File: src/rtl/pulse_generator_pkg.sv
// Shared types and default sizing for the pulse generator family.
// Consumers: pulse_train_channel and pulse_train_generator.
package pulse_generator_pkg;

    typedef enum logic [1:0] {
        PT_IDLE   = 2'd0,
        PT_DELAY  = 2'd1,
        PT_ACTIVE = 2'd2,
        PT_GAP    = 2'd3
    } pt_state_e;

    localparam int PT_CNT_W_DEF       = 8;
    localparam int PT_RESET_DELAY_DEF = 10;

endpackage

File: src/rtl/pulse_train_channel.sv
// One pulse-train channel: FSM, configuration latched at start, phase and pulse counters.
// Outputs are registered and follow the next-state decode.
module pulse_train_channel
    import pulse_generator_pkg::*;
#(
    parameter int CNT_W = PT_CNT_W_DEF
) (
    input  logic             clk,
    input  logic             reset,
    input  logic             enable,
    input  logic             start,
    input  logic             abort,
    input  logic [CNT_W-1:0] delay_cfg,
    input  logic [CNT_W-1:0] width_cfg,
    input  logic [CNT_W-1:0] gap_cfg,
    input  logic [CNT_W-1:0] count_cfg,
    output logic             pulse_out,
    output logic             busy,
    output logic             done
);

    localparam logic [CNT_W-1:0] ZERO = {CNT_W{1'b0}};
    localparam logic [CNT_W-1:0] ONE  = CNT_W'(1);
    localparam logic [CNT_W-1:0] MAXV = {CNT_W{1'b1}};

    pt_state_e        state_r, state_s;
    logic [CNT_W-1:0] phase_cnt_r, phase_cnt_s;
    logic [CNT_W-1:0] pulse_cnt_r, pulse_cnt_s;
    logic [CNT_W-1:0] d_r, d_s, w_r, w_s, g_r, g_s, c_r, c_s;
    logic             pulse_r, busy_r, done_r, done_s;

    // A zero-length field still occupies one cycle, except the start delay.
    function automatic logic [CNT_W-1:0] last_cycle(input logic [CNT_W-1:0] len);
        if (len == ZERO) begin
            return ZERO;
        end else begin
            return len - ONE;
        end
    endfunction

    function automatic logic [CNT_W-1:0] sat_inc(input logic [CNT_W-1:0] val);
        if (val == MAXV) begin
            return MAXV;
        end else begin
            return val + ONE;
        end
    endfunction

    // Next-state, counter and configuration-latch decode.
    always_comb begin
        state_s     = state_r;
        phase_cnt_s = phase_cnt_r;
        pulse_cnt_s = pulse_cnt_r;
        d_s         = d_r;
        w_s         = w_r;
        g_s         = g_r;
        c_s         = c_r;
        done_s      = 1'b0;
        case (state_r)
            PT_IDLE: begin
                if (enable && start) begin
                    d_s         = delay_cfg;
                    w_s         = width_cfg;
                    g_s         = gap_cfg;
                    c_s         = count_cfg;
                    phase_cnt_s = ZERO;
                    pulse_cnt_s = ZERO;
                    state_s     = (delay_cfg == ZERO) ? PT_ACTIVE : PT_DELAY;
                end else begin
                    state_s = PT_IDLE;
                end
            end
            PT_DELAY: begin
                if (phase_cnt_r == last_cycle(d_r)) begin
                    phase_cnt_s = ZERO;
                    state_s     = PT_ACTIVE;
                end else begin
                    phase_cnt_s = phase_cnt_r + ONE;
                end
            end
            PT_ACTIVE: begin
                if (phase_cnt_r == last_cycle(w_r)) begin
                    phase_cnt_s = ZERO;
                    if ((c_r != ZERO) && ((pulse_cnt_r + ONE) == c_r)) begin
                        pulse_cnt_s = ZERO;
                        done_s      = 1'b1;
                        state_s     = PT_IDLE;
                    end else begin
                        pulse_cnt_s = sat_inc(pulse_cnt_r);
                        state_s     = PT_GAP;
                    end
                end else begin
                    phase_cnt_s = phase_cnt_r + ONE;
                end
            end
            PT_GAP: begin
                if (phase_cnt_r == last_cycle(g_r)) begin
                    phase_cnt_s = ZERO;
                    state_s     = PT_ACTIVE;
                end else begin
                    phase_cnt_s = phase_cnt_r + ONE;
                end
            end
            default: begin
                phase_cnt_s = ZERO;
                pulse_cnt_s = ZERO;
                state_s     = PT_IDLE;
            end
        endcase
        // Abort wins over everything once a train is running.
        if (abort && (state_r != PT_IDLE)) begin
            state_s     = PT_IDLE;
            phase_cnt_s = ZERO;
            pulse_cnt_s = ZERO;
            done_s      = 1'b1;
        end else begin
            done_s = done_s;
        end
    end

    // State, counters, latched configuration and registered outputs.
    always_ff @(posedge clk or negedge reset) begin
        if (!reset) begin
            state_r     <= PT_IDLE;
            phase_cnt_r <= ZERO;
            pulse_cnt_r <= ZERO;
            d_r         <= ZERO;
            w_r         <= ZERO;
            g_r         <= ZERO;
            c_r         <= ZERO;
            pulse_r     <= 1'b0;
            busy_r      <= 1'b0;
            done_r      <= 1'b0;
        end else begin
            state_r     <= state_s;
            phase_cnt_r <= phase_cnt_s;
            pulse_cnt_r <= pulse_cnt_s;
            d_r         <= d_s;
            w_r         <= w_s;
            g_r         <= g_s;
            c_r         <= c_s;
            pulse_r     <= (state_s == PT_ACTIVE);
            busy_r      <= (state_s != PT_IDLE);
            done_r      <= done_s;
        end
    end

    assign pulse_out = pulse_r;
    assign busy      = busy_r;
    assign done      = done_r;

endmodule

File: src/rtl/pulse_train_generator.sv
// Multi-channel pulse train generator: shared post-reset ready counter plus NUM_CH channels.
// Optional per-channel abort input when PULSE_TRAIN_ABORT_EN is defined.
module pulse_train_generator
    import pulse_generator_pkg::*;
#(
    parameter int NUM_CH      = 2,
    parameter int CNT_W       = PT_CNT_W_DEF,
    parameter int RESET_DELAY = PT_RESET_DELAY_DEF
) (
    input  logic                    clk,
    input  logic                    reset,
    input  logic [NUM_CH-1:0]       start,
    input  logic [NUM_CH*CNT_W-1:0] delay_cfg,
    input  logic [NUM_CH*CNT_W-1:0] width_cfg,
    input  logic [NUM_CH*CNT_W-1:0] gap_cfg,
    input  logic [NUM_CH*CNT_W-1:0] count_cfg,
`ifdef PULSE_TRAIN_ABORT_EN
    input  logic [NUM_CH-1:0]       abort,
`endif
    output logic [NUM_CH-1:0]       pulse_out,
    output logic [NUM_CH-1:0]       busy,
    output logic [NUM_CH-1:0]       done,
    output logic                    ready_after_reset
);

    localparam int RDY_W = $clog2(RESET_DELAY + 1);

    logic [RDY_W-1:0]  ready_cnt_r;
    logic              ready_r;
    logic [NUM_CH-1:0] abort_s;

`ifdef PULSE_TRAIN_ABORT_EN
    assign abort_s = abort;
`else
    assign abort_s = {NUM_CH{1'b0}};
`endif

    // Ready counter: freezes once ready so it never wraps.
    always_ff @(posedge clk or negedge reset) begin
        if (!reset) begin
            ready_cnt_r <= {RDY_W{1'b0}};
            ready_r     <= 1'b0;
        end else if (!ready_r) begin
            ready_cnt_r <= ready_cnt_r + RDY_W'(1);
            ready_r     <= (ready_cnt_r == RDY_W'(RESET_DELAY - 1));
        end
    end

    assign ready_after_reset = ready_r;

    for (genvar g = 0; g < NUM_CH; g++) begin : g_ch
        pulse_train_channel #(
            .CNT_W (CNT_W)
        ) u_ch (
            .clk       (clk),
            .reset     (reset),
            .enable    (ready_r),
            .start     (start[g]),
            .abort     (abort_s[g]),
            .delay_cfg (delay_cfg[g*CNT_W +: CNT_W]),
            .width_cfg (width_cfg[g*CNT_W +: CNT_W]),
            .gap_cfg   (gap_cfg[g*CNT_W +: CNT_W]),
            .count_cfg (count_cfg[g*CNT_W +: CNT_W]),
            .pulse_out (pulse_out[g]),
            .busy      (busy[g]),
            .done      (done[g])
        );
    end

endmodule
File: config.mk
export PLATFORM = sky130hd
export DESIGN_NAME = pulse_train_generator
export DESIGN_NICKNAME = d
export VERILOG_FILES = /design/src/rtl/pulse_generator_pkg.sv /design/src/rtl/pulse_train_channel.sv /design/src/rtl/pulse_train_generator.sv
export SDC_FILE = /design/constraint.sdc
export NUM_CORES = 1
export LEC_CHECK = 0
export ABC_CLOCK_PERIOD_IN_PS = 3000
export CORE_UTILIZATION = 35
export CTS_CLUSTER_DIAMETER = 40
export CTS_CLUSTER_SIZE = 16
export DETAILED_ROUTE_END_ITERATION = 8
export PLACE_DENSITY = 0.58
export REMOVE_ABC_BUFFERS = 1
export SLEW_MARGIN = 20
export SYNTH_ARGS = -nofsm -noshare
export SYNTH_HDL_FRONTEND = slang
export SYNTH_HIERARCHICAL = 1
export SYNTH_SLANG_ARGS = --single-unit
File: constraint.sdc
create_clock -name clk -period 3 [get_ports clk]
set_input_delay 0.45 -clock clk [delete_from_list [all_inputs] [get_ports clk]]
set_output_delay 0.45 -clock clk [all_outputs]
set_load 0.02 [all_outputs]
# Word-level counts from Yosys, hierarchy flattened
# Cells that the tools add are included.
# totals
elab_cells,131
output_inout_bits,7
inputBits,68
regBits,111
# op_classes
muxes,51
n_reduce_logical,24
eq_ne,23
n_addsub,11
# ops
op,n
8-bit two-way mux,26
8-bit == test,8
8-bit logical NOT,8
8-bit case mux with 4 select lines,2
"8-bit by 1-bit subtractor with 8-bit output, second input constant",6
"8-bit by 1-bit adder with 8-bit output, second input constant",4
8-bit case mux with 2 select lines,2
2-bit two-way mux,12
"8-bit == test, second input constant",2
2-bit case mux with 4 select lines,2
8-bit nonzero test,2
"2-bit == test, second input constant",6
"2-bit by 1-bit inequality test with 1-bit output, second input constant",4
2-bit nonzero test,4
1-bit two-way mux,7
3-bit AND reduction,2
"4-bit by 1-bit adder with 4-bit output, second input constant",1
"2-bit by 1-bit == test with 1-bit output, second input constant",2
"4-bit == test, second input constant",1
1-bit logical AND,4
2-bit logical NOT,2
2-bit AND reduction,2

# Depth between registers and ports, before layout
# depth
depth_word,7
mapped_depth,12
ltp_nobuf,10

# Modules after synthesis
# Netlist, hierarchy kept.
# by_module_without_submodules
mod,seq_area_each_um2,area_per_inst_um2,n_inst,cells_each
pulse_train_channel (g_ch[0].u_ch),1326.3,3708.6,1,418
pulse_train_channel (g_ch[1].u_ch),1326.3,3687.3,1,393
pulse_train_generator,125.1,220.2,1,17

# Worst setup path before layout
# OpenSTA, ideal clock, no wires.
# synth_timing
path_type,flip-flop to flip-flop
startpoint,register g_ch[0].u_ch.d_r[0]
endpoint,register g_ch[0].u_ch.phase_cnt_r[0]
synth_period_minus_slack_ns,3.017
t_required_ns,2.865
stages_incl_launch_ff,12
path_buffers,1
slack_ns,-0.017
setup_time_ns,0.135
arrival_ns,2.882
cell_sequence,dfrtp_1 inv_1 ha_1 buf_2 or4b_1 or4b_1 a21o_1 a2111oi_0 nand2_1 and3_1 o21ai_2 o21ai_0
# synth_via
elab_chain_len,6
elab_cells_between_ends,7
classes_between,1 x add/sub; 1 x eq/ne; 4 x mux; 1 x reduce/logical
# synth_lines
element,line_no,source
"start, declared",pulse_train_channel.sv:29,"logic [CNT_W-1:0] d_r, d_s, w_r, w_s, g_r, g_s, c_r, c_s;"
"start signal, assigned",pulse_train_channel.sv:138,d_r <= d_s;
8-bit by 1-bit subtractor with 8-bit output or 8-bit logical NOT (tied branches),"pulse_train_channel.sv:37, pulse_train_channel.sv:34",
8-bit two-way mux *,pulse_train_channel.sv:34,if (len == ZERO) begin
8-bit two-way mux *,pulse_train_channel.sv:59,case (state_r)
8-bit == test *,pulse_train_channel.sv:74,if (phase_cnt_r == last_cycle(d_r)) begin
8-bit two-way mux *,pulse_train_channel.sv:74,
8-bit case mux with 4 select lines *,pulse_train_channel.sv:59,
"end signal, assigned",pulse_train_channel.sv:136,phase_cnt_r <= phase_cnt_s;
"end, declared",pulse_train_channel.sv:27,"logic [CNT_W-1:0] phase_cnt_r, phase_cnt_s;"
# Mark *: on every way between the ends. The rest lies on a longest branch, timed or not. The select of a mux whose other input is x is not followed.
# A chain may end at the register's enable or synchronous reset.

# Worst setup path in the final report
# layout_timing
startpoint,register g_ch[0].u_ch.g_r[3]
endpoint,register g_ch[0].u_ch.busy_r
# layout_via
elab_chain_len,7
elab_cells_between_ends,8
classes_between,1 x add/sub; 1 x eq/ne; 4 x mux; 2 x reduce/logical
# layout_lines
element,line_no,source
"start, declared",pulse_train_channel.sv:29,
"start signal, assigned",pulse_train_channel.sv:140,g_r <= g_s;
8-bit by 1-bit subtractor with 8-bit output or 8-bit logical NOT (tied branches),"pulse_train_channel.sv:37, pulse_train_channel.sv:34",
8-bit two-way mux *,pulse_train_channel.sv:34,
8-bit two-way mux *,pulse_train_channel.sv:59,
8-bit == test *,pulse_train_channel.sv:97,if (phase_cnt_r == last_cycle(g_r)) begin
2-bit two-way mux *,pulse_train_channel.sv:97,
2-bit case mux with 4 select lines *,pulse_train_channel.sv:59,
via g_ch[0].u_ch.state_s[0],pulse_train_channel.sv:26,"pt_state_e state_r, state_s;"
2-bit nonzero test *,pulse_train_channel.sv:143,busy_r <= (state_s != PT_IDLE);
"end signal, assigned",pulse_train_channel.sv:143,
"end, declared",pulse_train_channel.sv:30,"logic pulse_r, busy_r, done_r, done_s;"
# Mark *: on every way through the listed nets, which the timed path passes. The rest lies on a longest branch. The select of a mux whose other input is x is not followed.

==> flow_summary.yaml <==
status:
  outcome: "finished clean"
routing:
  vias: 6518
  dr.pass1.iters: 4
  wl_per_cell_um: 15.3
  drtAntennaViolNets: 0
  viasPerCell: 5.40
  drc_errors: 0
  drt_iter0_drc: 285
  routed_wl_um: 18400
critical_path:
  worstReg2RegStart: "g_ch[0].u_ch/g_r[3]$_DFFE_PN0P_"
  cp_cell_sequence: "or4_4, or4_1, a21oi_1, o22ai_1, or4_4, a221oi_2, nor3_2, or2_1"
  crit_type: "flip-flop to flip-flop"
  setup.worst_path.start: "g_ch[0].u_ch/g_r[3]$_DFFE_PN0P_"
  regToRegEndpoint: "g_ch[0].u_ch/busy$_DFF_PN0_"
  slowest_stage: "or4_4"
  reg2reg_slack_ns: 0.01
  cp_max_fo: 7
  arrival_ns: 3.23
  required_ns: 3.24
  cp-end-kind: "flip-flop"
  crit_end: "g_ch[0].u_ch/busy$_DFF_PN0_"
  max_stage_delay_ns: 0.58
  worst-path-buf-inv: 0
  cp_common_cell: "or4_4"
  cp_top_family: "simple AND/OR/NAND/NOR gates"
  r2r_cells: 8
  path_depth: 8
  crit_path_start_kind: "flip-flop"
logic_synthesis:
  synth_cells: 828
  ys_types: 93
  ys_ff_latch: 111
  post_synth.cell_area_avg_um2: 9.20
  yosysWarnings: 6
  async_flop_share_pct: 100
  synth_area_um2: 7620
  synth_top_area_cell: "dfrtp_1"
  synth-edff-count: 0
  synth_seq_area_share_pct: 36.5
  yosys-top-cells-area: "dfrtp_1 (36%), mux2_2 (7.4%), xnor2_1 (5.2%)"
  yosys.area.top_type_share_pct: 36.5
  synthFlopType: "dfrtp_1"
floorplan:
  die_y_um: 150
  die_w_um: 150
  start_util_pct: 36.0
  placement_rows: 53
  core_area_um2: 21200
  pin_count: 75
  die_area_um2: 22400
place:
  portBuffers: 74
  dpl-instance-area_um2: 8940
  gp_congestion: 0.850
  dpl.hpwl_um: 13600
  dpl.cell_count: 1185
global_route:
  antenna_found_initial: 0
  grt_pass1_wl_um: 30300
  grt_pass1_vias: 5952
  grt_max_degree: 54
  grt_overflow: 0
  track_usage_pct: 16.9
finish:
  stdcell_area_um2: 9480
  area_growth_pct: 24.4
  drive_gt1_share_pct: 19.2
  stdcell_count: 1207
  fin_nets: 1007
  diodes: 0
timing:
  drv_slew: 0
  max_freq_mhz: 335
  hold_viol_final: 0
  timing.final.crit_period_ns: 2.99
  finalClockSkew_ns: 0.00644
  setup_viol: 0
  slew_headroom_pct: 51.4
  worstMarginPinSlew_ns: 0.729
  fin_crit_sh_pct: 99.6
  tns_ns: 0
  rsz0062_at_grt: "yes"
pwr:
  powerDensity_nw_per_um2: 657
  irDropWorstVdd_mv: 0.258
  leakage_nw: 3.83
  p_total_w: 0.00622
clock_network:
  cts_buffers: 9
  cts_tree: "built"
  path_clk_slew_ns: 0.07
  cts.path.max_buffers: 2
  cts_max_level: 3
  clockRootBuffer: "clkbuf_16"
  clk_latency_ns: 0.35
  cts.sinks: 111
worst_hold_path:
  hp-class: "input pin to asynchronous set/reset pin"
flow_run:
  maxCapViolations: 0
## timing repair
| action | CTS | global route |
|---|---|---|
| setup buffers | 0 | 5 |
| setup endpoints to repair | 19 | 22 |
| pin swaps | 1 | 8 |
| hold buffers | 0 | 0 |
| cloned | 0 | 1 |
| gates resized for setup | 7 | 25 |
| hold endpoints to repair | 0 | 0 |
## state kept, by name (all words and copies together), names as in the netlist, 4 cells and up
signal and flops:
g_ch.u_ch/d_r 16, g_ch.u_ch/g_r 16, g_ch.u_ch/phase_cnt_r 16, g_ch.u_ch/pulse_cnt_r 16, g_ch.u_ch/w_r 16, g_ch.u_ch/c_r 16, ready_cnt_r 4, g_ch.u_ch/state_r 4
## synthesized netlist by cell type, drive strengths merged, types with 18 or more instances
cell type / number
clkbuf: 37
xor2: 18
xnor2: 45
dfrtp: 111
nor3: 24
nand3: 28
a21oi: 25
o21ai: 49
mux2: 51
nand2: 60
inv: 33
nor2: 49
buf: 19
## layer usage
layer  vias up  global-route usage [%]  wire length, um
met2        97                    25.8             8180
met5         -                       0                0
met3        16                    1.98              594
li1       3238                       -                -
met4         0                    5.77              264
met1      3167                    24.6             9390
## cells by family (layout without fill, tap and decap cells)
family	after synthesis	count (layout)	share of synthesized area [%]
DFF	111	111	36.5
muxes	55	55	8.12
and+or+nand+nor	296	296	22.1
AOI/OAI and AO/OA	200	201	18.8
other	1	10	0.0492
xor gates and xnor gates	64	64	7.56
adders and majority gates	12	12	1.97
buffers and inverters	89	183	4.93
## worst min path at each step
stage / from / end / cells past startpoint
finish: reset / g_ch[0].u_ch/c_r[2]$_DFFE_PN0P_ / 1
global route: reset / g_ch[0].u_ch/c_r[2]$_DFFE_PN0P_ / 1
CTS: reset / g_ch[0].u_ch/c_r[2]$_DFFE_PN0P_ / 1
detailed placement: ready_cnt_r[3]$_DFFE_PN0N_ / ready_cnt_r[3]$_DFFE_PN0N_ / 1
global placement: ready_cnt_r[3]$_DFFE_PN0N_ / ready_cnt_r[3]$_DFFE_PN0N_ / 1
floorplan: reset / g_ch[0].u_ch/busy$_DFF_PN0_ / 0
## layout make-up
cell class,count,area [um^2]
fill,1987,11700
multi-input combinational,638,4670
sequential,111,2780
timing repair buffer,134,1240
tap,275,344
clock buffer,10,239
inverter,33,124
clock inverter,6,83.8
## report_power, final
part | switching, W | internal, W
logic | 0.00129 | 0.00140
clock network | 0.000552 | 0.000752
registers | 0.000417 | 0.00181
total | 0.00226 | 0.00397
## stage by stage
stage / util [%] / setup WS, ns / hold WS (ns)
floorplan: - / -0.808 / 0.154
global placement: 42.2 / -0.0519 / 0.464
detailed placement: 42.2 / -0.0944 / 0.464
CTS: 43.9 / 0.0171 / 0.179
global route: 44.8 / -0.0861 / 0.201
finish: 44.8 / 0.0109 / 0.153
## cell usage in the layout (no fill, tap or decap), types with 18 or more instances in the layout
master,n
a21oi_1,24
buf_4,57
clkdlybuf4s50_1,73
dfrtp_1,111
inv_1,31
mux2_2,50
nand2_1,60
nand3_1,27
nor2_1,49
nor3_1,19
o21ai_0,38
xnor2_1,45
xor2_1,18
Power figures use the tool's default switching activity.
